### src/rtl/pipe_ctrl_pkg.sv
// Shared pipeline-control definitions: controller state encoding, forward-select
// codes used by forwarding_unit, and the register-index width.
package pipe_ctrl_pkg;

    localparam int REG_IDX_W = 5;

    typedef enum logic [1:0] {
        RUN        = 2'd0,
        LOAD_STALL = 2'd1,
        MEM_WAIT   = 2'd2
    } ctrl_state_t;

    localparam logic [1:0] FWD_NONE = 2'b00;
    localparam logic [1:0] FWD_WB   = 2'b01;
    localparam logic [1:0] FWD_MEM  = 2'b10;

endpackage

### src/rtl/hazard_wait_counter.sv
// Loadable counter that saturates at both ends; serves as the load-use stall
// counter (load/decrement) and as the memory-wait watchdog (increment/clear).
module hazard_wait_counter #(
    parameter int W = 4
) (
    input  logic         clk,
    input  logic         reset,
    input  logic         clear,
    input  logic         load,
    input  logic [W-1:0] load_val,
    input  logic         inc,
    input  logic         dec,
    output logic [W-1:0] count
);

    localparam logic [W-1:0] MAX = '1;

    always_ff @(posedge clk) begin
        if (reset || clear) begin
            count <= '0;
        end else if (load) begin
            count <= load_val;
        end else if (inc && (count != MAX)) begin
            count <= count + 1'b1;
        end else if (dec && (count != '0)) begin
            count <= count - 1'b1;
        end
    end

endmodule

### src/rtl/hazard_controller.sv
// Stall / freeze / flush sequencing for the 5-stage pipeline.
// Defining HAZARD_PERF_CNT_EN adds the stall_cycles/flush_events/wait_cycles counters.
module hazard_controller
    import pipe_ctrl_pkg::*;
#(
    parameter int LOAD_STALL_CYC = 1,
    parameter int MEM_TIMEOUT    = 255
) (
    input  logic                 clk,
    input  logic                 reset,
    input  logic [REG_IDX_W-1:0] ID_Rs1,
    input  logic [REG_IDX_W-1:0] ID_Rs2,
    input  logic                 ID_UsesRs1,
    input  logic                 ID_UsesRs2,
    input  logic [REG_IDX_W-1:0] EX_Rd,
    input  logic                 EX_MemRead,
    input  logic                 EX_BranchTaken,
    input  logic                 MEM_Req,
    input  logic                 MEM_Ready,
    output logic                 PCWrite,
    output logic                 IF_ID_Write,
    output logic                 IF_ID_Flush,
    output logic                 ID_EX_Write,
    output logic                 ID_EX_Flush,
    output logic                 EX_MEM_Write,
    output logic                 MEM_WB_Flush,
    output logic [1:0]           ctrl_state,
    output logic                 mem_timeout
`ifdef HAZARD_PERF_CNT_EN
    ,
    output logic [31:0]          stall_cycles,
    output logic [31:0]          flush_events,
    output logic [31:0]          wait_cycles
`endif
);

    localparam logic [2:0] STALL_RELOAD = 3'(LOAD_STALL_CYC - 1);
    localparam logic [9:0] TIMEOUT_M1   = 10'(MEM_TIMEOUT - 1);

    ctrl_state_t state, next_state, saved_state, eff_state;
    logic        mem_stall, load_use, save_en;
    logic        stall_load, stall_dec, stall_clear;
    logic [2:0]  stall_cnt;
    logic [9:0]  wait_cnt;

    assign mem_stall = MEM_Req & ~MEM_Ready;
    assign load_use  = EX_MemRead & (EX_Rd != '0) &
                       ((ID_UsesRs1 & (EX_Rd == ID_Rs1)) | (ID_UsesRs2 & (EX_Rd == ID_Rs2)));

    // On release from a freeze, behave exactly as the interrupted state would.
    assign eff_state = (state == MEM_WAIT) ? saved_state : state;

    hazard_wait_counter #(.W(3)) u_stall_cnt (
        .clk      (clk),
        .reset    (reset),
        .clear    (stall_clear),
        .load     (stall_load),
        .load_val (STALL_RELOAD),
        .inc      (1'b0),
        .dec      (stall_dec),
        .count    (stall_cnt)
    );

    hazard_wait_counter #(.W(10)) u_wait_cnt (
        .clk      (clk),
        .reset    (reset),
        .clear    (~mem_stall),
        .load     (1'b0),
        .load_val (10'd0),
        .inc      (mem_stall),
        .dec      (1'b0),
        .count    (wait_cnt)
    );

    always_ff @(posedge clk) begin
        if (reset) begin
            state       <= RUN;
            saved_state <= RUN;
            mem_timeout <= 1'b0;
        end else begin
            state <= next_state;
            if (save_en) begin
                saved_state <= state;
            end
            if (mem_stall && (wait_cnt >= TIMEOUT_M1)) begin
                mem_timeout <= 1'b1;
            end
        end
    end

    always_comb begin
        PCWrite      = 1'b1;
        IF_ID_Write  = 1'b1;
        IF_ID_Flush  = 1'b0;
        ID_EX_Write  = 1'b1;
        ID_EX_Flush  = 1'b0;
        EX_MEM_Write = 1'b1;
        MEM_WB_Flush = 1'b0;
        next_state   = RUN;
        save_en      = 1'b0;
        stall_load   = 1'b0;
        stall_dec    = 1'b0;
        stall_clear  = 1'b0;
        if (reset) begin
            PCWrite      = 1'b0;
            IF_ID_Write  = 1'b0;
            IF_ID_Flush  = 1'b1;
            ID_EX_Write  = 1'b0;
            ID_EX_Flush  = 1'b1;
            EX_MEM_Write = 1'b0;
            MEM_WB_Flush = 1'b1;
        end else if (mem_stall) begin
            // Freeze everything up to MEM; stall counter holds so a pending stall resumes intact.
            PCWrite      = 1'b0;
            IF_ID_Write  = 1'b0;
            ID_EX_Write  = 1'b0;
            EX_MEM_Write = 1'b0;
            MEM_WB_Flush = 1'b1;
            next_state   = MEM_WAIT;
            save_en      = (state != MEM_WAIT);
        end else if (EX_BranchTaken) begin
            IF_ID_Flush = 1'b1;
            ID_EX_Flush = 1'b1;
            stall_clear = 1'b1;
        end else if (eff_state == LOAD_STALL) begin
            PCWrite     = 1'b0;
            IF_ID_Write = 1'b0;
            ID_EX_Flush = 1'b1;
            stall_dec   = 1'b1;
            next_state  = (stall_cnt <= 3'd1) ? RUN : LOAD_STALL;
        end else if (load_use) begin
            PCWrite     = 1'b0;
            IF_ID_Write = 1'b0;
            ID_EX_Flush = 1'b1;
            stall_load  = 1'b1;
            next_state  = (LOAD_STALL_CYC == 1) ? RUN : LOAD_STALL;
        end
    end

    assign ctrl_state = reset ? 2'd0 : state;

`ifdef HAZARD_PERF_CNT_EN
    always_ff @(posedge clk) begin
        if (reset) begin
            stall_cycles <= '0;
            flush_events <= '0;
            wait_cycles  <= '0;
        end else begin
            if (!PCWrite && !mem_stall) begin
                stall_cycles <= stall_cycles + 32'd1;
            end
            if (IF_ID_Flush) begin
                flush_events <= flush_events + 32'd1;
            end
            if (mem_stall) begin
                wait_cycles <= wait_cycles + 32'd1;
            end
        end
    end
`endif

endmodule

### config.mk
export PLATFORM = sky130hd
export DESIGN_NAME = hazard_controller
export DESIGN_NICKNAME = d
export VERILOG_FILES = /design/src/rtl/pipe_ctrl_pkg.sv /design/src/rtl/hazard_wait_counter.sv /design/src/rtl/hazard_controller.sv
export SDC_FILE = /design/constraint.sdc
export NUM_CORES = 1
export LEC_CHECK = 0
export ABC_CLOCK_PERIOD_IN_PS = 3200
export BUFFER_PORTS_ARGS = -buffer_cell sky130_fd_sc_hd__buf_2
export CORE_MARGIN = 3
export CORE_UTILIZATION = 30
export CTS_BUF_LIST = sky130_fd_sc_hd__clkbuf_4
export DETAILED_ROUTE_END_ITERATION = 10
export PLACE_DENSITY_LB_ADDON = 0.12
export SYNTH_ARGS = -nofsm -noshare
export SYNTH_HDL_FRONTEND = slang
export SYNTH_HIERARCHICAL = 1
export SYNTH_SLANG_ARGS = --single-unit
### constraint.sdc
create_clock -name clk -period 3.2 [get_ports clk]
set_input_delay 0.64 -clock clk [delete_from_list [all_inputs] [get_ports clk]]
set_output_delay 0.64 -clock clk [all_outputs]
set_load 0.005 [all_outputs]
=== Word-level counts from Yosys, hierarchy flattened ===
Index checks and enable logic that the tools add are counted.

* Logic and storage cells: 68
* Register bits: 18
* Output and inout bits: 10

* Add/subtract/negate cells: 2
* Mux-type cells: 34
* Reductions and logical operators: 9
* Bitwise logic cells: 9
* Magnitude comparators: 2
* Eq/ne operators: 6

{| class="wikitable"
|+ Operators with widths
! kind !! count
|-
| 1-bit two-way mux || 31
|-
| 10-bit by 1-bit adder with 10-bit output, second input constant || 1
|-
| 5-bit equality test || 2
|-
| 10-bit by 8-bit >= comparator with 1-bit output, second input constant || 1
|-
| 10-bit inequality test, second input constant || 1
|-
| 2-bit two-way mux || 3
|-
| 1-bit bitwise AND || 5
|-
| 5-bit nonzero test || 1
|-
| 4-bit OR reduction || 1
|-
| 3-bit by 1-bit <= comparator with 1-bit output, second input constant || 1
|-
| 1-bit logical AND || 3
|-
| 1-bit inverter || 3
|-
| 3-bit nonzero test || 1
|-
| 3-bit by 1-bit subtractor with 3-bit output, second input constant || 1
|-
| 2-bit by 1-bit equality test with 1-bit output, second input constant || 1
|-
| 2-bit equality test, second input constant || 1
|-
| 1-bit logical OR || 2
|-
| 2-bit inequality test, second input constant || 1
|-
| 2-bit OR reduction || 1
|-
| 1-bit bitwise OR || 1
|}

=== Logic depth before layout (Yosys ltp) ===
* Word-level depth: 10
* Gate-level depth with buffers: 11

=== Cells and area by module ===
Netlist, hierarchy kept.

{| class="wikitable"
|+ By module, submodules not included
! module !! area an instance (um2) !! cells each !! times used
|-
| hazard_wait_counter (u_wait_cnt) || 904.6 || 113 || 1
|-
| hazard_controller || 449.2 || 58 || 1
|-
| hazard_wait_counter (u_stall_cnt) || 297.8 || 39 || 1
|}

=== Worst setup path after synthesis ===
Ideal clock, no wire load.

* Kind: input-to-reg
* Start: input MEM_Ready
* End: register u_wait_cnt.count[7]
* Slack: 258 ps
* Buffers on the path: 0
* Data arrival time: 2,814 ps
* Setup time: 128 ps
* Stages on the path: 10
* Cell sequence: nand2b_4 -> inv_1 -> o41ai_4 -> ha_1 -> a211oi_1 -> o21ai_1 -> a2111oi_0 -> nor4_1 -> a2111oi_1 -> nor2_1

* Cells in the longest elaborated chain, start to end: 4
* Elaborated cells on any way between the ends: 5

{| class="wikitable"
|+ RTL lines
! what !! line !! RTL
|-
| start, declared || hazard_controller.sv:19 || <nowiki>input logic MEM_Ready,</nowiki>
|-
| 1-bit inverter (*) || hazard_controller.sv:46 || <nowiki>assign mem_stall = MEM_Req & ~MEM_Ready;</nowiki>
|-
| 1-bit bitwise AND (*) || hazard_controller.sv:46 ||
|-
| net mem_stall || hazard_controller.sv:41 || <nowiki>logic mem_stall, load_use, save_en;</nowiki>
|-
| 1-bit inverter || hazard_controller.sv:67 || <nowiki>.clear (~mem_stall),</nowiki>
|-
| 1-bit logical OR || hazard_wait_counter.sv:19 || <nowiki>if (reset || clear) begin</nowiki>
|-
| end signal, assigned || hazard_wait_counter.sv:22 || <nowiki>count <= load_val;</nowiki>
|-
| end signal, assigned || hazard_wait_counter.sv:24 || <nowiki>count <= count + 1'b1;</nowiki>
|-
| end signal, assigned || hazard_wait_counter.sv:26 || <nowiki>count <= count - 1'b1;</nowiki>
|-
| end, declared || hazard_wait_counter.sv:13 || <nowiki>output logic [W-1:0] count</nowiki>
|}

The timed path passes the listed nets; every way through them passes the cells marked *.
A chain may end at the register's enable or synchronous reset.

=== Worst setup path in the final report ===
* Start: register u_wait_cnt.count[0]
* End: register u_wait_cnt.count[6]

* Cells in the longest elaborated chain, start to end: 2
* Elaborated cells on any way between the ends: 3

{| class="wikitable"
|+ RTL lines
! what
|-
| parallel branches: the longest is 2 deep, another holds 10-bit by 1-bit adder with 10-bit output
|}

Parallel ways; which one is timed is not known.

==> results.sh <==
export IMPL_clk_latency_ns=0.29
export IMPL_finClkSkew_ns=0.00639
export IMPL_yosys_warnings=6
export IMPL_initial_core_util_pct=31.7
export IMPL_dpl_hpwl_mm=3.42
export IMPL_overflow=0
export IMPL_async_flop_share_pct=0
export IMPL_io_buffers=32
export IMPL_synth_xor_area_share_pct=7.42
export IMPL_fill_cells=566
export IMPL_comb_power_share_pct=35.5
export IMPL_clockBufferDepth=2
export IMPL_cp_end_kind="register"
export IMPL_power_leakage_nw=0.871
export IMPL_gr_max_usage_layer="met1"
export IMPL_outcome="finished clean"
export IMPL_criticalPathCategory="register to register"
export IMPL_finalHoldViolations=0
export IMPL_final_util_pct=38.9
export IMPL_use_met3_pct=1.79
export IMPL_use_met1_pct=22.0
export IMPL_clock_power_share_pct=20.9
export IMPL_final_nets=300
export IMPL_first_iter_violations=92
export IMPL_post_route_period_util_pct=91.6
export IMPL_drv_slew=0
export IMPL_dpl_cell_area_um2=1990
export IMPL_synthFlopType="dfxtp_1"
export IMPL_synthMuxAreaShare_pct=2.42
export IMPL_h_tree_depth=1
export IMPL_place_congestion=0.864
export IMPL_final_common_cell="buf_2"
export IMPL_worstHoldPathType="register to register"
export IMPL_place_inst=332
export IMPL_grt_pass1_wl_mm=7.29
export IMPL_vdd_ir_drop_max_mv=0.189
export IMPL_setup_viol=0
export IMPL_std_cell_rows=26
export IMPL_synth_edf_count=0
export IMPL_design_area_um2=2030
export IMPL_cts_clk_slew_worst_paths_ns=0.11
export IMPL_insertedDiodeCount=0
export IMPL_synth_compound_area_share_pct=31.1
export IMPL_synth_simple_area_share_pct=22.2
export IMPL_antenna_found_initial=0
export IMPL_fmax_mhz=341
export IMPL_synth_top_family_by_area="compound AO/OA/AOI/OAI gates"
export IMPL_wire_per_inst_um=12.6
export IMPL_startpoint_type="register"
export IMPL_power_frac_seq_pct=43.6
export IMPL_fin_crit_ns=2.93
export IMPL_drc=0
export IMPL_arrival_ns=3.18
export IMPL_cts_sinks=18
export IMPL_firstDrtPassIters=4
export IMPL_vias_per_cell=4.89
export IMPL_synth_fa_ha_area_share_pct=8.48
export IMPL_cts_tree="built"
export IMPL_cts_root_buf="clkbuf_4"
export IMPL_layout_drive_gt1_share_pct=21.4
export IMPL_yosysSeqAreaShare_pct=21.8
export IMPL_crit_required_ns=3.45
export IMPL_hold_buffers=0
export IMPL_dp_slack_ns=0.138
export IMPL_power_density_nw_per_um2=277
export IMPL_instances_no_fill=336
export IMPL_setup_slack_ns=0.269
export IMPL_cts_inserted_buffers=3
export IMPL_core_area_um2=5200
export IMPL_switching_share_pct=34.8
export IMPL_synth_seq_cells=18
export IMPL_intPower_w=0.000367
export IMPL_syn_area_um2=1650
export IMPL_p_sw_w=0.000195
export IMPL_grt_pass1_vias=1516
export IMPL_vias=1644
export IMPL_final_cell_mix="buf_2 (32), conb_1 (22), a21oi_1 (20)"
export IMPL_syn_area_per_cell_um2=7.86
export IMPL_die_area_um2=6430
export IMPL_area_growth_syn_to_layout_pct=22.7
export IMPL_crit_path_max_fanout=5
export IMPL_die_x_um=80.2
export IMPL_grt_max_degree=16
export IMPL_synth_cells=210
export IMPL_die_h_um=80.2
export IMPL_synth_cell_types=53
export IMPL_finalSetupTns_ns=0
export IMPL_grtUsageTotal_pct=14.1
export IMPL_drt_wl_total_mm=4.25
export IMPL_grt_util_met2_pct=20.2
export IMPL_max_cap_violations=0
export IMPL_antenna_left=0
export IMPL_ios=33
==> metal layers <==
layer  part of all wire (%)  vias up
met3                    5.5        2
met4                   0.42        0
li1                       -      868
met1                     51      728
met5                      0        -
met2                     43       46
==> critical path: stages, from the launching register on <==
cell	delay (ns)
dfxtp_1	0.44
inv_1	0.16
o41ai_4	0.52
ha_1	0.35
nor2b_1	0.15
o21ai_0	0.30
a21boi_0	0.20
or3_1	0.37
a41oi_1	0.23
o211a_1	0.16
==> kinds of logic after synthesis <==
family          count (synthesis)
compound gates                 72
simple gates                   68
buf+inv                        23
flops                          18
xor+xnor                       14
fa+ha+maj                      10
mux                             4
other cells                     1
==> layout make-up <==
class | count | area (um^2) | share of cell area (%)
flip-flops and latches | 18 | 362 | 17.9
well taps | 70 | 87.6 | 4.32
inverters | 14 | 52.6 | 2.59
clock buffers | 3 | 22.5 | 1.11
multi-input cells | 190 | 1280 | 63.1
repair buffers | 40 | 220 | 10.9
clock inverters | 1 | 3.75 | 0.185
==> cell usage after synthesis, drive strengths merged (2+ instances only) <==
cell type	instances	area share, %
xor2	9	4.8
o41ai	2	2.7
inv	14	3.2
a2111oi	5	3.1
o221ai	2	1.1
o31ai	3	1.4
xnor2	5	2.7
clkbuf	2	0.45
o211ai	3	1.4
o211a	2	1.2
nor4	4	1.5
dfxtp	18	22
nand2b	5	2.3
or4	4	1.8
nand2	13	3.0
nand4	4	1.5
ha	8	6.1
and2	4	1.7
nor2	18	4.1
buf	7	2.7
a21oi	20	6.1
o21ai	16	5.3
a211oi	8	3.6
fa	2	2.4
nand3	4	1.2
o21a	3	1.4
or2	3	1.1
nor2b	4	1.5
mux2i	4	2.4
==> through the flow <==
step                total power [W]  hold WS, ns
global route               0.000603        0.527
finish                     0.000562        0.485
global placement           0.000447        0.472
detailed placement         0.000444        0.469
CTS                        0.000564        0.486
floorplan                  0.000387        0.435
==> final timing paths <==
check	cells past startpoint	start	slack, ns	endpoint
min reg2reg	2	saved_state[0]$_SDFFE_PP0P_	0.49	saved_state[0]$_SDFFE_PP0P_
min	2	saved_state[0]$_SDFFE_PP0P_	0.49	saved_state[0]$_SDFFE_PP0P_
max	9	u_wait_cnt/count[0]$_SDFFE_PP0P_	0.27	u_wait_cnt/count[6]$_SDFFE_PP0P_
max reg2reg	9	u_wait_cnt/count[0]$_SDFFE_PP0P_	0.27	u_wait_cnt/count[6]$_SDFFE_PP0P_
==> power groups by stage <==
stage | Clock [W] | Sequential [W] | Combinational, W
floorplan | 0 | 0.000245 | 0.000142
finish | 0.000117 | 0.000245 | 0.000199
global placement | 0 | 0.000251 | 0.000196
CTS | 0.000124 | 0.000245 | 0.000195
detailed placement | 0 | 0.000250 | 0.000193
global route | 0.000131 | 0.000248 | 0.000224
==> sequential cells by signal, indices dropped and copies added (netlist names) <==
register           cells
state                  2
mem_timeout            1
u_wait_cnt/count      10
u_stall_cnt/count      3
saved_state            2
==> repair_timing <==
| action | in CTS | in global routing |
|---|---|---|
| setup endpoints to repair | 0 | 3 |
| resized for setup | 0 | 4 |
| buffers inserted | 0 | 0 |
Power figures use the tool's default switching activity.
